### src/rtl/countdown_pkg.sv
// Purpose : shared types and default parameters for the countdown timer block.
// Latency : n/a (declarations only).
// Backpressure : n/a.
package countdown_pkg;

    // Controller states: IDLE accepts loads; ARMED holds a loaded count until start;
    // RUN decrements on prescaler ticks; HOLD is RUN frozen by pause.
    typedef enum logic [1:0] {
        IDLE  = 2'd0,
        ARMED = 2'd1,
        RUN   = 2'd2,
        HOLD  = 2'd3
    } state_t;

    localparam int DEFAULT_WIDTH    = 4;
    localparam int DEFAULT_PRESCALE = 1;

endpackage

### src/rtl/countdown_timer_if.sv
// Purpose : load/control/status bundle of the countdown timer.
// Latency : n/a (wires only).
// Backpressure : load_valid must be held by the master until load_ready is seen high.
// Ports   : master drives load_valid/load_value/start/pause/clear and observes
//           load_ready/count/busy/done; slave is the timer side.
interface countdown_timer_if #(
    parameter int WIDTH = countdown_pkg::DEFAULT_WIDTH
);
    logic             load_valid;
    logic             load_ready;
    logic [WIDTH-1:0] load_value;
    logic             start;
    logic             pause;
    logic             clear;
    logic [WIDTH-1:0] count;
    logic             busy;
    logic             done;

    modport master (
        output load_valid, load_value, start, pause, clear,
        input  load_ready, count, busy, done
    );

    modport slave (
        input  load_valid, load_value, start, pause, clear,
        output load_ready, count, busy, done
    );
endinterface

### src/rtl/countdown_timer_prescaler.sv
// Purpose : divides enabled clock cycles down to a one-cycle tick every PRESCALE cycles.
// Latency : tick is combinational from the phase register; the first tick after clr
//           is PRESCALE enabled cycles later.
// Backpressure : hold freezes the phase (and suppresses tick); clr returns phase to 0.
// Ports   : clk, rst (sync active-low), clr (phase restart), hold (freeze), tick (out).
module tick_prescaler #(
    parameter int PRESCALE = 1
) (
    input  logic clk,
    input  logic rst,
    input  logic clr,
    input  logic hold,
    output logic tick
);
    localparam int PW = (PRESCALE > 1) ? $clog2(PRESCALE) : 1;
    localparam logic [PW-1:0] LAST = PW'(PRESCALE - 1);

    logic [PW-1:0] phase;

    // With PRESCALE=1 LAST is 0 and phase never leaves 0, so tick is simply !hold.
    assign tick = !hold && (phase == LAST);

    always_ff @(posedge clk) begin
        if (!rst || clr) begin
            phase <= '0;
        end else if (!hold) begin
            phase <= tick ? '0 : phase + PW'(1);
        end
    end
endmodule

### src/rtl/countdown_timer.sv
// Purpose : loadable down-counter; arms with a start value, counts to zero, pulses done.
// Latency : load visible next cycle; done is registered and lands load_value*PRESCALE
//           cycles after start (plus paused cycles).
// Backpressure : load_ready is high only in IDLE; loads offered elsewhere wait.
// Ports   : clk, rst (sync active-low), bus (countdown_timer_if.slave).
// Config  : define COUNTDOWN_AUTORELOAD_EN to reload the count from a shadow register
//           on expiry and keep running until clear/reset.
module countdown_timer
    import countdown_pkg::*;
#(
    parameter int WIDTH    = DEFAULT_WIDTH,
    parameter int PRESCALE = DEFAULT_PRESCALE
) (
    input  logic              clk,
    input  logic              rst,
    countdown_timer_if.slave  bus
);
    state_t           state;
    state_t           state_nxt;
    logic [WIDTH-1:0] cnt;
    logic [WIDTH-1:0] cnt_nxt;
    logic             done_pulse;
    logic             done_nxt;
    logic             load_fire;
    logic             tick;
    logic             pre_clr;

`ifdef COUNTDOWN_AUTORELOAD_EN
    logic [WIDTH-1:0] shadow;

    always_ff @(posedge clk) begin
        if (!rst) begin
            shadow <= '0;
        end else if (load_fire && !bus.clear) begin
            shadow <= bus.load_value;
        end
    end
`endif

    assign load_fire      = bus.load_valid && (state == IDLE);
    assign bus.load_ready = (state == IDLE);
    assign bus.busy       = (state != IDLE);
    assign bus.count      = cnt;
    assign bus.done       = done_pulse;

    // The phase only runs in RUN/HOLD; holding it cleared elsewhere means start
    // always begins a fresh PRESCALE interval. Freezing follows the pause level,
    // so the cycle leaving HOLD already counts toward the next tick.
    assign pre_clr = bus.clear || !((state == RUN) || (state == HOLD));

    tick_prescaler #(
        .PRESCALE (PRESCALE)
    ) u_prescaler (
        .clk  (clk),
        .rst  (rst),
        .clr  (pre_clr),
        .hold (bus.pause),
        .tick (tick)
    );

    always_comb begin
        state_nxt = state;
        cnt_nxt   = cnt;
        done_nxt  = 1'b0;
        if (bus.clear) begin
            state_nxt = IDLE;
            cnt_nxt   = '0;
        end else begin
            case (state)
                IDLE: begin
                    if (load_fire) begin
                        cnt_nxt   = bus.load_value;
                        state_nxt = ARMED;
                    end
                end
                ARMED: begin
                    if (bus.start) begin
                        if (cnt == '0) begin
                            // Nothing to count: expire immediately without wrapping.
                            state_nxt = IDLE;
                            done_nxt  = 1'b1;
                        end else begin
                            state_nxt = RUN;
                        end
                    end
                end
                RUN, HOLD: begin
                    if (bus.pause) begin
                        state_nxt = HOLD;
                    end else begin
                        state_nxt = RUN;
                        if (tick) begin
                            if (cnt > WIDTH'(1)) begin
                                cnt_nxt = cnt - WIDTH'(1);
                            end else begin
                                done_nxt = 1'b1;
`ifdef COUNTDOWN_AUTORELOAD_EN
                                if (shadow != '0) begin
                                    cnt_nxt = shadow;
                                end else begin
                                    cnt_nxt   = '0;
                                    state_nxt = IDLE;
                                end
`else
                                cnt_nxt   = '0;
                                state_nxt = IDLE;
`endif
                            end
                        end
                    end
                end
                default: begin
                    state_nxt = IDLE;
                    cnt_nxt   = '0;
                end
            endcase
        end
    end

    always_ff @(posedge clk) begin
        if (!rst) begin
            state      <= IDLE;
            cnt        <= '0;
            done_pulse <= 1'b0;
        end else begin
            state      <= state_nxt;
            cnt        <= cnt_nxt;
            done_pulse <= done_nxt;
        end
    end
endmodule

### src/flat_wrapper.sv
// flat-port wrapper written by rule: the top's interface ports become plain ports
module countdown_timer_flat import countdown_pkg::*;
#(
    parameter int WIDTH    = DEFAULT_WIDTH,
    parameter int PRESCALE = DEFAULT_PRESCALE
)
  (clk, rst, bus_load_valid, bus_load_value, bus_start, bus_pause, bus_clear, bus_load_ready, bus_count, bus_busy, bus_done);
  countdown_timer_if #(.WIDTH(WIDTH)) bus_i ();
  input  logic clk;
  input  logic rst;
  input wire logic [$bits(bus_i.load_valid)-1:0] bus_load_valid;
  input wire logic [$bits(bus_i.load_value)-1:0] bus_load_value;
  input wire logic [$bits(bus_i.start)-1:0] bus_start;
  input wire logic [$bits(bus_i.pause)-1:0] bus_pause;
  input wire logic [$bits(bus_i.clear)-1:0] bus_clear;
  output wire logic [$bits(bus_i.load_ready)-1:0] bus_load_ready;
  output wire logic [$bits(bus_i.count)-1:0] bus_count;
  output wire logic [$bits(bus_i.busy)-1:0] bus_busy;
  output wire logic [$bits(bus_i.done)-1:0] bus_done;
  assign bus_i.load_valid = bus_load_valid;
  assign bus_i.load_value = bus_load_value;
  assign bus_i.start = bus_start;
  assign bus_i.pause = bus_pause;
  assign bus_i.clear = bus_clear;
  assign bus_load_ready = bus_i.load_ready;
  assign bus_count = bus_i.count;
  assign bus_busy = bus_i.busy;
  assign bus_done = bus_i.done;
  countdown_timer #(.WIDTH(WIDTH), .PRESCALE(PRESCALE)) u_core (.clk(clk), .rst(rst), .bus(bus_i));
endmodule
### config.mk
export PLATFORM = sky130hd
export DESIGN_NAME = countdown_timer_flat
export DESIGN_NICKNAME = d
export VERILOG_FILES = /design/src/rtl/countdown_pkg.sv /design/src/rtl/countdown_timer_if.sv /design/src/rtl/countdown_timer_prescaler.sv /design/src/rtl/countdown_timer.sv /design/src/flat_wrapper.sv
export SDC_FILE = /design/constraint.sdc
export NUM_CORES = 1
export LEC_CHECK = 0
export CAP_MARGIN = 20
export CORE_AREA = 3 3 40 42
export CTS_CLUSTER_DIAMETER = 60
export CTS_CLUSTER_SIZE = 25
export DETAILED_ROUTE_END_ITERATION = 10
export DIE_AREA = 0 0 43 45
export GPL_TIMING_DRIVEN = 0
export MAX_ROUTING_LAYER = met4
export PLACE_DENSITY = 0.67
export SLEW_MARGIN = 20
export SYNTH_ARGS = -nofsm -noshare
export SYNTH_HDL_FRONTEND = slang
export SYNTH_SLANG_ARGS = --single-unit
### constraint.sdc
create_clock -name clk -period 3.8 [get_ports clk]
set_input_delay 0.57 -clock clk [delete_from_list [all_inputs] [get_ports clk]]
set_output_delay 0.57 -clock clk [all_outputs]
set_load 0.1 [all_outputs]
* After elaboration in Yosys (flattened, before gate mapping)
Cells that the tools add are included.
Operators by class: reductions and logical operators 16, equal/unequal tests 7, bitwise logic cells 2, muxes and demuxes 19, magnitude comparators 1, add/subtract/negate cells 2
Operators with widths (number):
- 2-to-1 mux 4 bit | 4
- 2-to-1 mux 2 bit | 6
- case mux 4 bit (2 select lines) | 1
- 2-to-1 mux 1 bit | 6
- inequality test 2 bit, second input constant | 3
- case mux 2 bit (3 select lines) | 1
- equality test 2 bit, second input constant | 2
- > comparator 4 x 1 -> 1 bit, second input constant | 1
- zero test 4 bit | 1
- AND reduction 4 bit | 1
- nonzero test 2 bit | 2
- OR reduction 2 bit | 2
- subtractor 4 x 1 -> 4 bit, second input constant | 1
- zero test 1 bit | 3
- logical OR 1 bit | 3
- equality test 2 x 1 -> 1 bit, second input constant | 1
- logical AND 1 bit | 2
- zero test 2 bit | 1
- inequality test 2 x 1 -> 1 bit, second input constant | 1
- NOT 1 bit | 2
- case mux 1 bit (2 select lines) | 1
- AND reduction 2 bit | 1
- adder 1 bit, second input constant | 1
Storage, ports and cells: flip-flop bits (word level) 8, logic and storage cells 51, input bits 10, output and inout port bits 7

* Depth between registers and ports, before layout
word-level depth 5, mapped depth 5, depth with buffers taken out 5

* By module
A second synthesis with hierarchy kept.
Second synthesis, totals: cells, all modules 61, area, all modules 488.0 um^2
By module, submodules not included:
- countdown_timer | cells each 58, instances 1, area an instance 454.2 um^2
- tick_prescaler | cells each 3, instances 1, area an instance 33.8 um^2

* Worst setup path after synthesis
Ideal clock, no wire load.
path type reg-to-output, from register u_core.state[1], to output port bus_load_ready, cell stages (with the launch flop) 5, path buffers 2, setup slack 1.431 ns, arrival 1.799 ns, data required time 3.230 ns, cells stage by stage dfxtp_1 buf_4 clkbuf_1 or2_2 inv_1
Between the ends: longest elaborated chain between the ends 1
Ends and longest elaborated chain:
- start: declaration | RTL line countdown_timer.sv:18 | state_t state;
- start signal: assignment | RTL line countdown_timer.sv:126 | state <= state_nxt;
- zero test 2 bit | RTL line countdown_timer.sv:41 | assign bus.load_ready = (state == IDLE);
- end: declaration | RTL line flat_wrapper.sv:16 | output wire logic [$bits(bus_i.load_ready)-1:0] bus_load_ready;
No other way between the ends.

* Worst setup path after layout
Same ends and word-level chain as after synthesis.

==> results.md <==
- Status: complete, no violations
- Wirelength per Cell: approximately 12 um
- Arr. time, crit path: roughly 2.4 ns
- Fmax: 335.6 MHz
- IO Port Bufs: 16
- CP Data Required Time: 3.23 ns
- Slew headroom: 0.3536
- Synth Area in Adders: 0.05076
- Vias/cell: 5.128
- Max-cap violations: 0
- Antenna Nets Post-Route: 0
- Ys flop type: dfxtp_1
- CP Max Fanout: 10
- Element type at the critical path end: output pin
- Cell variety after synth: 26
- Initial drt markers: 7
- Multi-input gate area: 302.8 sq um
- Gr usage total: 0.1348
- Number of synthesized flops with an enable pin: 0
- Post-Syn Area per Cell: between 8 and 9 sq um
- Pwr dens: 310.5 mW/mm^2
- H-tree levels: 1
- Placed Instances: ~90
- Cells after Synth: 60
- Syn_nets: 72
- CTS Hold Bufs: 0
- Max-slew violations: 0
- Biggest area consumer among synthesized cells: dfxtp_1
- Kind of cell adding the most delay to the critical path: buffers and inverters
- Largest family of logic cells by synthesized area: simple AND/OR/NAND/NOR gates
- Starting density of the core: 0.3836
- Worst-Skew Late Latency: approximately 0.26 ns
- Final setup vio count: 0
- Crit Path Class: reg2out
- Final Hold Viols: 0
- Post-synthesis compound-gate area fraction: 0.1574
- Synthesized cell area: roughly 490 sq um
- CP startpoint kind: flop
- Core box area: about 0.0013 sq mm
- Async set-reset flop share out of synthesis: 0
- Setup TNS: 0 ns
- Xor/xnor cell area share of the yosys netlist: 0
- GRT overflow: 0
- Clock root buffer: clkbuf_4
- Fin crit share: 0.7841
- Sequential share of the synthesized area: 0.3249
- Wire length of the first global-routing pass: 1856 um
- TritonCTS buffer count: 3
- CTS tree: done
- Most common cell in the netlist: dfxtp_1
- Area share of the largest cell type after synthesis: 0.3249
- I/O pin count: 17
- Worst path max stage delay: 1.12 ns
- Number of global-route vias before repair: roughly 420
- Largest net degree at the start of global routing: 11
- DP HPWL: roughly 900 um
- Hold/Removal Path Class: reg2reg
- Layout fillers: between 100 and 150
- Final Non-Filler Cells: 94
- Area contributors post-synth: dfxtp_1 32%, nor3_1 7.1%, a311oi_1 5.3%, ha_1 5.1%, nand2b_1 5.1%
- IR Drop Worst-Case VDD: 0.0001777 V
- Vias post-DR: about 480
- CP max stage cell: clkdlybuf4s50_1
- Residual DRC: 0
- Total die area: roughly 0.0019 sq mm
- Synth Area in Simple Gates: 0.4061
- Post-cts sizing count: 0
- CTS Sinks: 8
- Post-CTS Setup Bufs: 0
- Max Clock Skew: between 0.001 and 0.0015 ns
- 1st-pass router iterations: 3
- Synthesis-stage register bit count: 8
- Clock-pin slew on the worst setup and hold paths: ~0.060 ns
- N_diodes: 0
- Yosys warns: 0
- Nets: 93
- Die W: approximately 43 um
- Routability Congestion: between 0.7 and 0.8
- Initial antenna violation count: 0
- RSZ-0062 raised after global routing: no
- Crit path cell chain: buf_4 -> clkbuf_1 -> or2_2 -> inv_1 -> clkdlybuf4s50_1
- Storage element area: approximately 160 sq um
- Die Ht: 45 um
- DRT Wirelength: approximately 1200 um
- Clock period minus worst slack: 2.980 ns
- Worst-margin pin slew: 0.9665 ns
- # rows: 13
- CP bufs+invs: 4
- Leak: roughly 0.00025 uW
- Post-synthesis mux area share: 0
- Layout cells sized above 1: 0.07595
- Max Buffers Root-to-Sink: 2
- Worst reg2reg setup slack: around 2.3 ns
- Area delta synth->final: 40.86%
- Synth cell count leaders: 8 x dfxtp_1, 7 x nor3_1, 4 x inv_1, 4 x nand2b_1
## logic make-up (layout without fill, tap and decap cells)
group,count (synthesis),after routing
buf+inv,7,26
compound gates,11,11
flops,8,8
fa+ha+maj,2,2
simple gates,32,32
## placed cells by master (no fill, tap or decap)
master / instances
nor3b_1: 2
a311oi_1: 3
nand4b_1: 1
nand3_1: 2
o21ai_0: 1
a21o_1: 1
nand3b_1: 2
buf_4: 1
or4_1: 1
nor4b_1: 2
nand2b_1: 4
nor2_1: 3
nor3_1: 7
and2_1: 1
a21oi_1: 3
clkbuf_1: 2
or3b_4: 1
inv_1: 4
or2_2: 1
clkdlybuf4s50_1: 16
o311ai_0: 2
a31oi_1: 1
dfxtp_1: 8
nor2b_1: 3
clkbuf_4: 3
ha_1: 2
or3b_1: 1
nand2_1: 1
## worst reg2reg max path: stages, from the launching register on
cell and delay (ns):
dfxtp_1 0.30, buf_4 0.14, or3b_4 0.40, or4_1 0.42
and2_1 0.15
## registers in the layout, summed over array words and instances, names as in the netlist
register                  cells
u_core.state                  2
u_core.bus.count              4
u_core.bus.done               1
u_core.u_prescaler.phase      1
## path summary, 6_finish.rpt
| kind | from | endpoint | cells past startpoint |
|---|---|---|---|
| hold / removal | u_core.u_prescaler.phase | u_core.u_prescaler.phase | 2 |
| setup reg to reg | u_core.state[1] | u_core.state[1] | 4 |
| setup / recovery | u_core.state[1] | bus_load_ready | 5 |
| hold reg to reg | u_core.u_prescaler.phase | u_core.u_prescaler.phase | 2 |
## metrics by stage
step                      utilization  area, sq um  hold slack [ns]  setup WS, ns  power [uW]
after CTS                      0.5404        694.4           0.4752        0.8090       218.6
after detailed placement       0.5229        671.9           0.4651         1.093       149.6
after global placement         0.5229        671.9           0.4490         1.093       149.2
after global routing           0.5404        694.4           0.5002        0.7372       225.9
final                          0.5404        694.4           0.4751        0.8203       215.6
after floorplan                     -        493.0           0.4358         1.431       130.0
## routing by layer
metal / track usage / vias up / part of all wire
li1: - / 261 / -
met3: 0.06375 / 0 / 0.056
met2: 0.1976 / 12 / 0.45
met4: 0.03614 / 0 / 0
met1: 0.1667 / 209 / 0.50
met5: - / - / 0
## power by group
part / internal (uW) / switching (uW) / leakage (uW)
clock network: 36.3 / 31.5 / 0.0000138
logic: 21.9 / 35.8 / 0.000171
registers: 86.4 / 3.68 / 0.0000651
## area by class of cell
class                   count  share of cell area
plain buffers               3             0.02162
clock buffers               3             0.03243
inverters                   4             0.02162
multi-input cells          45              0.4360
flip-flops and latches      8              0.2306
well taps                  15             0.02703
repair buffers             16              0.2306
Note: power is estimated with default switching activity, not from simulation.
